[config.mk]
export PLATFORM = sky130hd
export DESIGN_NAME = fifo_stream_reader
export DESIGN_NICKNAME = d
export VERILOG_FILES = /design/src/rtl/fifo_stream_reader.sv
export SDC_FILE = /design/constraint.sdc
export NUM_CORES = 1
export LEC_CHECK = 0
export CORE_ASPECT_RATIO = 0.5
export CORE_MARGIN = 2
export CORE_UTILIZATION = 38
export DETAILED_ROUTE_END_ITERATION = 8
export PLACE_DENSITY = 0.6
export SYNTH_ARGS = -nofsm -noshare
export SYNTH_HDL_FRONTEND = slang
export SYNTH_SLANG_ARGS = --single-unit
[constraint.sdc]
create_clock -name clk -period 4 [get_ports clk]
set_clock_uncertainty 0.1 [all_clocks]
set_input_delay 0.8 -clock clk [delete_from_list [all_inputs] [get_ports clk]]
set_output_delay 0.8 -clock clk [all_outputs]
set_load 0.02 [all_outputs]
[src/rtl/fifo_stream_reader.sv]
// rtl/fifo_stream_reader.sv - pops a len-word burst from the FIFO read port onto a valid/ready stream
module fifo_stream_reader #(
    parameter int DATA_BUS_SIZE = 32,
    parameter int Data_Width    = DATA_BUS_SIZE,
    parameter int LEN_WIDTH     = 8
) (
    input  logic                  clk,
    input  logic                  rst,
    input  logic                  start,
    input  logic [LEN_WIDTH-1:0]  len,
    output logic                  busy,
    output logic                  done,
    output logic [LEN_WIDTH-1:0]  words_left,
    input  logic                  fifo_empt,
    output logic                  fifo_rd,
    input  logic [Data_Width-1:0] fifo_data,
    output logic                  out_valid,
    input  logic                  out_ready,
    output logic [Data_Width-1:0] out_data,
    output logic                  out_last
);

    typedef enum logic [1:0] {
        S_IDLE,
        S_READ,
        S_DONE
    } state_t;

    state_t                state;
    logic [1:0]            occ;
    logic                  inflight;
    logic [LEN_WIDTH-1:0]  issue_left;
    logic [Data_Width-1:0] buf0;
    logic [Data_Width-1:0] buf1;
    logic                  pop;

    assign out_valid = (occ != 2'd0);
    assign out_data  = buf0;
    assign out_last  = out_valid && (words_left == LEN_WIDTH'(1));
    assign pop       = out_valid && out_ready;

    // Reads already in flight count as buffer space taken, so the 2-entry buffer never overflows.
    assign fifo_rd = (state == S_READ) && (issue_left != '0) && !fifo_empt &&
                     (({1'b0, occ} + {2'b00, inflight}) < (3'd2 + {2'b00, pop}));

    always_ff @(posedge clk) begin
        if (!rst) begin
            state      <= S_IDLE;
            occ        <= 2'd0;
            inflight   <= 1'b0;
            issue_left <= '0;
            words_left <= '0;
            busy       <= 1'b0;
            done       <= 1'b0;
            buf0       <= '0;
            buf1       <= '0;
        end else begin
            inflight <= fifo_rd;
            if (fifo_rd)
                issue_left <= issue_left - LEN_WIDTH'(1);
            if (pop)
                words_left <= words_left - LEN_WIDTH'(1);

            // buf0 is the head; a capture lands behind whatever survives this cycle's pop.
            case ({inflight, pop})
                2'b10: begin
                    if (occ == 2'd0)
                        buf0 <= fifo_data;
                    else
                        buf1 <= fifo_data;
                    occ <= occ + 2'd1;
                end
                2'b01: begin
                    buf0 <= buf1;
                    occ  <= occ - 2'd1;
                end
                2'b11: begin
                    if (occ == 2'd1) begin
                        buf0 <= fifo_data;
                    end else begin
                        buf0 <= buf1;
                        buf1 <= fifo_data;
                    end
                end
                default: ;
            endcase

            case (state)
                S_IDLE: begin
                    done <= 1'b0;
                    if (start) begin
                        busy       <= 1'b1;
                        words_left <= len;
                        issue_left <= len;
                        if (len == '0) begin
                            state <= S_DONE;
                            done  <= 1'b1;
                        end else begin
                            state <= S_READ;
                        end
                    end
                end
                S_READ: begin
                    if (pop && (words_left == LEN_WIDTH'(1))) begin
                        state <= S_DONE;
                        done  <= 1'b1;
                    end
                end
                S_DONE: begin
                    done  <= 1'b0;
                    busy  <= 1'b0;
                    state <= S_IDLE;
                end
                default: state <= S_IDLE;
            endcase
        end
    end

endmodule

# Word-level counts from Yosys, hierarchy flattened
# Index checks and enable logic that the tools add are counted.
# op_classes
addsub	6
magnitude_cmp	1
n_eq_ne	12
mux	23
reduce_logical	22
# op_table
op	n
$mux 32	4
$pmux 32 s3	1
$pmux 32 s2	1
$mux 8	6
$sub 8x1->8 const B	2
$eq 8x1->1 const B	1
$logic_not 8->1	1
$ne 2x2->1 const B	4
$pmux 2 s2	2
$reduce_and 2->1	4
$reduce_bool 2->1	4
$reduce_bool 8->1	1
$eq 2x1->1 const B	3
$eq 2x2->1 const B	3
$logic_and 1x1->1	6
$mux 2	3
$reduce_bool 3->1	2
$logic_not 2->1	2
$mux 1	4
$add 2x1->3	1
$add 2x1->3 const A	1
$lt 3x3->1	1
$pmux 1 s3	1
$reduce_and 3->1	1
other kinds (5)	5
# totals
register_bits	87
input_bits	45
out_inout_bits	45

# Depth between registers and ports, before layout
# Gate-level depths: netlist of run 1.
# logic_depth
ltp_word	8
depth_mapped	10
ltp_nobuf	9

# Worst setup path after synthesis of run 1
# OpenSTA, ideal clock, no wires.
# synth_path
path_type	register -> output
startpoint	register words_left[4]
endpoint	output port out_last
arrival_time_ns	1.657
t_required_ns	3.100
slack_ns	1.443
path_stages_with_launch	3
cell_sequence	dfxtp_1 > or4_4 > nor4_1
# synth_via
elab_chain_cells	2
# synth_rtl
item	line	text
start: declaration	13	output logic [LEN_WIDTH-1:0] words_left,
start signal: assignment	62	words_left <= words_left - LEN_WIDTH'(1);
start signal: assignment	93	words_left <= len;
$eq 8x1->1	39	assign out_last = out_valid && (words_left == LEN_WIDTH'(1));
$logic_and 1x1->1	39	
end: declaration	20	output logic out_last
# Every way passes these cells.

# Worst setup path in the final report of run 1
# layout_path
startpoint	input port out_ready
endpoint	output port fifo_rd
# layout_via
elab_chain_cells	4
# layout_rtl
item	line	text
start: declaration	18	input logic out_ready,
$logic_and 1x1->1	40	assign pop = out_valid && out_ready;
$add 2x1->3	44	(({1'b0, occ} + {2'b00, inflight}) < (3'd2 + {2'b00, pop}));
$lt 3x3->1	44	
$logic_and 1x1->1	43	assign fifo_rd = (state == S_READ) && (issue_left != '0) && !fifo_empt &&
end: declaration	15	output logic fifo_rd,
# Every way passes these cells.

==> results of run 1 <==
-- layout by cell type (no fill, tap or decap), types with 4 or more instances in the layout --
master           instances
o31ai_1                  4
inv_1                   15
a221oi_1                32
xor2_1                   4
dfxtp_1                 87
clkdlybuf4s50_1         89
o21ai_0                 13
a31oi_1                  8
a21oi_1                 41
ha_1                    15
xnor2_1                  4
nand2_1                 71
or4_1                    8
nor3_1                  24
nor2_1                  45
nor3b_1                 11
buf_4                    8
clkbuf_16                9
nand3_1                  6
-- cells by family (layout without fill, tap and decap cells) --
kind of cell,Yosys count,after routing,synth area share
XOR/XNOR,8,8,0.0184
buffers and inverters,47,129,0.0474
AND/OR/NAND/NOR,178,178,0.218
adder cells (fa/ha/maj),15,15,0.0494
flip-flops,87,87,0.459
AO/OA/AOI/OAI,117,117,0.208
-- state kept, by name, summed over array words and instances (netlist names) --
name        flops
buf1           32
busy            1
done            1
inflight        1
issue_left      8
occ             2
out_data       32
state           2
words_left      8
-- critical path, stage by stage --
cell,delay (ns)
clkdlybuf4s50_1,0.49
nor3b_2,0.20
o211ai_1,0.13
nor2_1,0.19
clkdlybuf4s50_1,0.63
-- per-layer routing --
layer | up-vias | GRT usage | routed length (um)
li1 | 1778 | - | -
met1 | 1719 | 0.253 | 5040
met2 | 68 | 0.332 | 4730
met3 | 13 | 0.0448 | 339
met4 | 0 | 0.0610 | 127
met5 | - | 0 | 0
-- worst min path at each step --
stage                     cells past startpoint  slack, ns                    end                  start
after floorplan                               2       0.34   buf1[0]$_SDFFE_PN0P_   buf1[0]$_SDFFE_PN0P_
after detailed placement                      2       0.35   buf1[1]$_SDFFE_PN0P_   buf1[1]$_SDFFE_PN0P_
after CTS                                     2       0.35   buf1[1]$_SDFFE_PN0P_   buf1[1]$_SDFFE_PN0P_
after global routing                          2       0.38  buf1[20]$_SDFFE_PN0P_  buf1[20]$_SDFFE_PN0P_
final                                         2       0.35   buf1[1]$_SDFFE_PN0P_   buf1[1]$_SDFFE_PN0P_
after global placement                        2       0.34   buf1[1]$_SDFFE_PN0P_   buf1[1]$_SDFFE_PN0P_
-- per-stage QoR --
step / util / power [mW] / std cells / instance area (um^2) / setup slack, ns
6_report: 0.533 / 3.42 / 669 / 5110 / 0.658
5_1_grt: 0.533 / 3.64 / 669 / 5110 / 0.536
4_1_cts: 0.533 / 3.45 / 669 / 5110 / 0.644
3_5_place_dp: 0.502 / 2.59 / 654 / 4810 / 0.528
3_3_place_gp: 0.502 / 2.59 / 654 / 4810 / 0.627
2_1_floorplan: - / 2.03 / 452 / 3800 / 1.44
-- power by group --
group,internal (mW),switching (mW),total [mW]
Sequential,1.06,0.126,1.18
Combinational,0.592,0.797,1.39
Clock,0.501,0.345,0.847
Total,2.15,1.27,3.42
-- area by class of cell --
type	count	area [um^2]
clock buffer	11	243
clock inverter	4	55.1
fill	910	4470
inverter	17	63.8
multi-input combinational	318	1880
sequential	87	1740
tap	135	169
timing repair buffer	97	951
==> qor.csv, run 1 <==
stage,metric,value,unit
status,status,"finished, final reports clean",
cells_and_area,antenna cell count,0,
synth,most common cell in the netlist,dfxtp_1,
synth,Most used DFF post-synth,dfxtp_1,
route,WL per Instance,15.3,um
synth,synthesized area per cell,8.40,um^2
synth,Area contributors post-synth,"dfxtp_1, a221oi_1, nand2_1, a21oi_1, ha_1",
synth,ys async rst share,0,
sta,fmax,299,MHz
synth,synth warn,0,
grt,number of global-route vias before repair,3379,
setup_path,crit path kind,input pin to output pin,
placed_design,Final GP Congestion,0.775,
sta,Worst Tran Pin Value,1.10,ns
sta,Sum Neg Setup Slack,0,ns
power_and_ir_drop,Leakage,1.80,nW
setup_path,WP data required,3.10,ns
clock_tree,Clock Latency Late Sink,0.34,ns
grt,global-route wire length before repair,16900,um
sta,Tcrit/Tclk final,0.836,
sta,max_slew headroom,0.268,
setup_path,RR Startpoint,occ[0]$_SDFFE_PN0P_,
synth,Syn Nets,512,
setup_path,Reg2Reg Setup Slack,1.05,ns
setup_path,Setup crit end,fifo_rd,
setup_path,Worst R2R End,buf1[22]$_SDFFE_PN0P_,
setup_path,worst-path fanout max,3,
clock_tree,post-CTS setup-driven buffer insertion count,0,
clock_tree,number of CTS-inserted buffers,9,
route,DR DRC count,0,
route,first-pass detailed-route iteration total,4,
sta,count of final hold-check violations,0,
synth,synth cell count leaders,"dfxtp_1, nand2_1, nor2_1, a21oi_1, a221oi_1",
grt,grt ovf,0,
route,ANT nets after route,0,
setup_path,Worst Setup SP,out_ready,
grt,initial antenna violation count,0,
job,number of max-cap violations,0,
cells_and_area,"Area growth, synth to finish",34.5,%
clock_tree,clock sink count,87,
clock_tree,H-tree levels,3,
setup_path,"Arr. time, crit path",2.44,ns
synth,area share of the largest cell type after synthesis,0.459,
floorplan,Initial Util,0.397,
grt,largest net degree at the start of global routing,49,
power_and_ir_drop,VDD IR max,332,uV
clock_tree,cts repair resizes,0,
placed_design,IO Port Bufs,89,
clock_tree,CTS tree,yes,
clock_tree,Longest Clk Path Bufs,2,
route,number of vias per cell,5.35,
synth,"EDFF count, synth",0,
floorplan,die height,74.7,um
floorplan,core area,9570,um^2
clock_tree,clock root buffer master,clkbuf_16,
synth,Mapped Area,3800,um^2
sta,RSZ-0062 raised after global routing,no,
synth,post-synth top area cell,dfxtp_1,
route,total number of vias,3578,
synth,Post-Synthesis Cells,452,
sta,Min Hold Slack,0.354,ns
floorplan,Die Width,145,um
grt,Total Routing Usage GR,0.195,
sta,post-route minimum period,3.34,ns
setup_path,CP Capture Type,output pin,
placed_design,hpwl dp,6460,um
clock_tree,clock transition at the registers of the reported paths,0.06,ns
clock_tree,CTS Hold Buffers Added,0,
sta,setup violators final,0,
power_and_ir_drop,power per standard cell area,669,nW/um^2
synth,Yosys reg bits,87,
route,drt initial violations,183,
cells_and_area,NumNets Final,590,
synth,"Seq/Total Area, Yosys",0.459,
synth,synth unique cells,42,
route,Detailed Route WL,10200,um
sta,max-slew violation count,0,
floorplan,Ports,90,
setup_path,Worst Setup Start Kind,input pin,
floorplan,row count,25,
cells_and_area,share of layout cells above drive strength 1,0.0581,
floorplan,die area,10900,um^2
min_path,Hold Path Class,flop to flop,
setup_path,Reg2Reg Depth,8,
No activity file was read; power rests on OpenSTA's default activity.
==> run 2: changes to the inputs <==
--- a/config.mk
+++ b/config.mk
@@ -9,7 +9,7 @@
 export CORE_MARGIN = 2
 export CORE_UTILIZATION = 38
 export DETAILED_ROUTE_END_ITERATION = 8
-export PLACE_DENSITY = 0.6
+export PLACE_DENSITY = 0.62
 export SYNTH_ARGS = -nofsm -noshare
 export SYNTH_HDL_FRONTEND = slang
 export SYNTH_SLANG_ARGS = --single-unit
==> constraint.sdc (replaced) <==
create_clock -name clk -period 2.8 [get_ports clk]
set_clock_uncertainty 0.1 [all_clocks]
set_input_delay 0.56 -clock clk [delete_from_list [all_inputs] [get_ports clk]]
set_output_delay 0.56 -clock clk [all_outputs]
set_load 0.02 [all_outputs]
==> qor.csv, run 2 (synthesized netlist as in run 1, its figures left out) <==
stage,metric,value,unit
sta,count of final hold-check violations,0,
cells_and_area,post-layout instance count excluding filler cells,685,
setup_path,CP Capture Type,output pin,
placed_design,IO Port Bufs,89,
grt,initial antenna violation count,0,
clock_tree,clock transition at the registers of the reported paths,0.06,ns
status,status,"finished, final reports clean",
clock_tree,clock sink count,87,
grt,grt ovf,0,
placed_design,Final GP Congestion,0.787,
setup_path,crit path kind,flop to output pin,
floorplan,row count,25,
power_and_ir_drop,Leakage,1.90,nW
clock_tree,clock root buffer master,clkbuf_16,
floorplan,core area,9570,um^2
job,number of max-cap violations,0,
sta,RSZ-0062 raised after global routing,no,
sta,post-route minimum period,2.62,ns
clock_tree,post-CTS setup-driven buffer insertion count,0,
sta,setup violators final,0,
floorplan,Initial Util,0.397,
cells_and_area,antenna cell count,0,
route,drt initial violations,244,
setup_path,RR Startpoint,occ[0]$_SDFFE_PN0P_,
setup_path,Reg2Reg Setup Slack,0.36,ns
sta,fmax,382,MHz
cells_and_area,final instance area,5250,um^2
power_and_ir_drop,power per standard cell area,953,nW/um^2
placed_design,Area after DPL,4940,um^2
grt,number of global-route vias before repair,3134,
power_and_ir_drop,VDD IR max,436,uV
route,WL per Instance,14.6,um
clock_tree,CTS tree,yes,
setup_path,Reg2Reg Depth,10,
min_path,Hold Path Depth,2,
clock_tree,number of CTS-inserted buffers,9,
power_and_ir_drop,Pwr Total,5.01,mW
clock_tree,H-tree levels,3,
grt,largest net degree at the start of global routing,33,
min_path,Hold Path Class,flop to flop,
placed_design,Cells after DPL,669,
cells_and_area,most frequent cells in the layout,"dfxtp_1, clkdlybuf4s50_1, nand2_1, nor2_1, a21oi_1",
clock_tree,Clock Latency Late Sink,0.34,ns
cells_and_area,# fillers,911,
grt,Total Routing Usage GR,0.186,
floorplan,Die Width,145,um
cells_and_area,NumNets Final,605,
floorplan,Ports,90,
floorplan,die height,74.7,um
min_path,hold endpoint,buf1[2]$_SDFFE_PN0P_,
placed_design,hpwl dp,6840,um
route,total number of vias,3571,
min_path,HP Start,buf1[2]$_SDFFE_PN0P_,
setup_path,worst-path fanout max,7,
setup_path,"Arr. time, crit path",1.96,ns
sta,Worst Tran Pin Value,0.907,ns
grt,global-route wire length before repair,16000,um
route,number of vias per cell,5.21,
sta,max-slew violation count,0,
route,DR DRC count,0,
route,Detailed Route WL,10000,um
route,first-pass detailed-route iteration total,4,
cells_and_area,"Area growth, synth to finish",38.3,%
floorplan,die area,10900,um^2
setup_path,WP data required,2.14,ns
setup_path,Worst Setup Start Kind,flop,
clock_tree,Longest Clk Path Bufs,2,
route,ANT nets after route,0,
sta,max_slew headroom,0.394,
cells_and_area,share of layout cells above drive strength 1,0.0891,
sta,Tcrit/Tclk final,0.934,
setup_path,Worst R2R End,out_data[24]$_SDFFE_PN0P_,
[run 2: cell count changes in the layout (fill, tap and decap cells not counted), sizes merged]
cell and change:
buf +15, dlygate4sd2 +2, clkinv -1, inv +3, clkbuf -1, clkdlybuf4s50 -2
[run 2: cell type report]
class / count / area (um^2) / share of cell area
Multi-Input combinational cell: 318 / 1890 / 0.360
Sequential cell: 87 / 1740 / 0.332
Timing Repair Buffer: 112 / 1070 / 0.204
Clock buffer: 10 / 239 / 0.0455
Tap cell: 135 / 169 / 0.0322
Clock inverter: 6 / 75.1 / 0.0143
Inverter: 17 / 63.8 / 0.0121
[run 2: stage by stage]
| step | hold slack, ns | utilization | TNS [ns] | setup WS (ns) |
|---|---|---|---|---|
| floorplan | 0.336 | - | 0 | 0.477 |
| global placement | 0.341 | 0.516 | 0 | 0.0296 |
| detailed placement | 0.348 | 0.516 | -0.0112 | -0.0112 |
| CTS | 0.356 | 0.549 | 0 | 0.161 |
| global route | 0.367 | 0.549 | 0 | 0.0668 |
| finish | 0.353 | 0.549 | 0 | 0.184 |
[run 2: critical path, cell delays in order (launching register included)]
cell and delay (ns):
dfxtp_1 0.39, inv_1 0.06, ha_1 0.32, nor3b_2 0.23, o211ai_1 0.12, nor2_1 0.15
dlygate4sd2_1 0.35
[run 2: worst max path at each step]
stage / cells after the start / end / start
floorplan: 10 / out_data[22]$_SDFFE_PN0P_ / occ[0]$_SDFFE_PN0P_
global placement: 5 / fifo_rd / out_ready
detailed placement: 5 / fifo_rd / out_ready
CTS: 6 / fifo_rd / occ[0]$_SDFFE_PN0P_
global route: 6 / fifo_rd / occ[0]$_SDFFE_PN0P_
finish: 6 / fifo_rd / occ[0]$_SDFFE_PN0P_
[run 2: timing repair]
| item | CTS | global route |
|---|---|---|
| resized for setup | 2 | 0 |
| endpoints found under the setup margin | 2 | 0 |
| hold buffers | 0 | 0 |
[run 2: routing by layer]
layer / vias up / wire length, um / GRT usage
met5: - / 0 / 0
met4: 0 / 56 / 0.0458
met3: 4 / 535 / 0.0485
met2: 91 / 4480 / 0.294
met1: 1665 / 4950 / 0.258
li1: 1811 / - / -
[run 2: where the power goes]
group	leakage [nW]	switching, mW	internal, mW
combinational	1.04	1.16	0.908
sequential	0.710	0.180	1.51
clock	0.152	0.524	0.730
==> run 3: changes to the inputs <==
--- a/config.mk
+++ b/config.mk
@@ -8,8 +8,10 @@
 export CORE_ASPECT_RATIO = 0.5
 export CORE_MARGIN = 2
 export CORE_UTILIZATION = 38
+export CTS_CLUSTER_DIAMETER = 120
 export DETAILED_ROUTE_END_ITERATION = 8
-export PLACE_DENSITY = 0.62
+export DONT_BUFFER_PORTS = 1
+export PLACE_DENSITY = 0.5
 export SYNTH_ARGS = -nofsm -noshare
 export SYNTH_HDL_FRONTEND = slang
 export SYNTH_SLANG_ARGS = --single-unit
==> qor.csv, run 3 (synthesized netlist as in run 1, its figures left out) <==
stage,metric,value,unit
cells_and_area,most frequent cells in the layout,"dfxtp_1, nand2_1, nor2_1, a21oi_1, a221oi_1",
clock_tree,CTS tree,yes,
clock_tree,H-tree levels,3,
sta,setup violators final,0,
cells_and_area,register area,1740,um^2
min_path,Hold Path Class,input pin to flop,
setup_path,worst-path fanout max,17,
cells_and_area,"commonest non-fill, non-tap cell in the layout",dfxtp_1,
cells_and_area,NumNets Final,507,
grt,Total Routing Usage GR,0.192,
grt,largest net degree at the start of global routing,35,
cells_and_area,area of the multi-input gates,1890,um^2
route,WL per Instance,17.4,um
route,Detailed Route WL,10200,um
clock_tree,clock sink count,87,
floorplan,die height,74.7,um
placed_design,hpwl dp,7010,um
placed_design,Final GP Congestion,0.780,
grt,number of global-route vias before repair,3106,
sta,max_slew headroom,0.465,
setup_path,crit path kind,flop to flop,
placed_design,Area after DPL,3970,um^2
clock_tree,clock root buffer master,clkbuf_16,
sta,max-slew violation count,0,
sta,fmax,383,MHz
power_and_ir_drop,power per standard cell area,1050,nW/um^2
clock_tree,Longest Clk Path Bufs,2,
cells_and_area,share of layout cells above drive strength 1,0.0885,
power_and_ir_drop,VDD IR max,441,uV
clock_tree,number of CTS-inserted buffers,9,
setup_path,Worst path depth,10,
setup_path,"Max stage delay cell, worst path",dfxtp_1,
floorplan,Initial Util,0.397,
setup_path,WP data required,2.95,ns
route,total number of vias,3283,
cells_and_area,"Area growth, synth to finish",13.0,%
cells_and_area,final instance area,4290,um^2
sta,count of final hold-check violations,0,
setup_path,CP Capture Type,flop,
grt,global-route wire length before repair,16200,um
sta,Tcrit/Tclk final,0.932,
placed_design,IO Port Bufs,0,
sta,Sum Neg Setup Slack,0,ns
grt,initial antenna violation count,0,
setup_path,worst path buffer plus inverter count,3,
sta,final worst setup slack,0.191,ns
route,ANT nets after route,0,
route,first-pass detailed-route iteration total,4,
cells_and_area,final core occ,0.448,
route,drt initial violations,161,
floorplan,die area,10900,um^2
route,number of vias per cell,5.59,
route,DR DRC count,0,
sta,Worst Tran Pin Value,0.801,ns
cells_and_area,# fillers,974,
setup_path,critical path cell sequence,inv_1 -> ha_1 -> or2b_1 -> inv_2 -> ha_2 -> nand2_1 -> o21ai_4 -> buf_6 -> a221oi_1 -> nor3b_1,
setup_path,Reg2Reg Depth,10,
setup_path,Worst Setup Start Kind,flop,
setup_path,"Arr. time, crit path",2.76,ns
setup_path,Worst path max stage delay,0.40,ns
clock_tree,clock transition at the registers of the reported paths,0.07,ns
floorplan,core area,9570,um^2
power_and_ir_drop,Leakage,1.51,nW
min_path,Hold Path Depth,2,
grt,grt ovf,0,
floorplan,row count,25,
job,number of max-cap violations,0,
floorplan,Die Width,145,um
power_and_ir_drop,Pwr Total,4.49,mW
sta,post-route minimum period,2.61,ns
cells_and_area,antenna cell count,0,
clock_tree,Clock Latency Late Sink,0.33,ns
setup_path,CP top delay family,simple AND/OR/NAND/NOR gates,
placed_design,Post-Place Worst Slack,0.0706,ns
floorplan,Ports,90,
status,status,"finished, final reports clean",
run 3: layer usage:
metal	vias up	track usage	share of wire
li1	1615	-	-
met1	1558	0.231	0.45
met2	99	0.320	0.45
met3	11	0.0891	0.089
met4	0	0.0458	0.0083
met5	-	0	0
run 3: repair_timing:
item	CTS	global route
gates resized for setup	0	3
hold buffers	0	0
hold endpoints to repair	0	0
endpoints found under the setup margin	0	19
setup buffers	0	1
run 3: worst reg2reg max path: cells and delay by family (launching register included):
family	cells	cell delay [ns]
flip-flops	1	0.40
adder cells (fa/ha/maj)	2	0.48
buffers and inverters	3	0.50
AO/OA/AOI/OAI	2	0.36
AND/OR/NAND/NOR	3	0.67
run 3: path summary, 6_finish.rpt:
kind / endpoint / slack (ns) / start
worst min-delay path: buf1[2]$_SDFFE_PN0P_ / 0.25 / fifo_data[2]
worst max register to register: out_data[30]$_SDFFE_PN0P_ / 0.19 / occ[0]$_SDFFE_PN0P_
worst min register to register: buf1[3]$_SDFFE_PN0P_ / 0.35 / buf1[3]$_SDFFE_PN0P_
worst max-delay path: out_data[30]$_SDFFE_PN0P_ / 0.19 / occ[0]$_SDFFE_PN0P_
run 3: through the flow:
| stage | cells | hold slack [ns] |
|---|---|---|
| floorplan | 452 | 0.336 |
| global placement | 570 | 0.341 |
| detailed placement | 570 | 0.346 |
| CTS | 586 | 0.236 |
| global route | 587 | 0.238 |
| finish | 587 | 0.247 |
run 3: cell type report:
cell class / instances / share of cell area
Sequential cell: 87 / 0.406
Clock buffer: 10 / 0.0534
Clock inverter: 6 / 0.0172
Timing Repair Buffer: 14 / 0.0283
Multi-Input combinational cell: 318 / 0.441
Tap cell: 135 / 0.0394
Inverter: 17 / 0.0149
run 3: report_power, final:
group | switching, mW | internal (mW)
clock network | 0.521 | 0.705
registers | 0.478 | 1.51
logic | 0.796 | 0.482
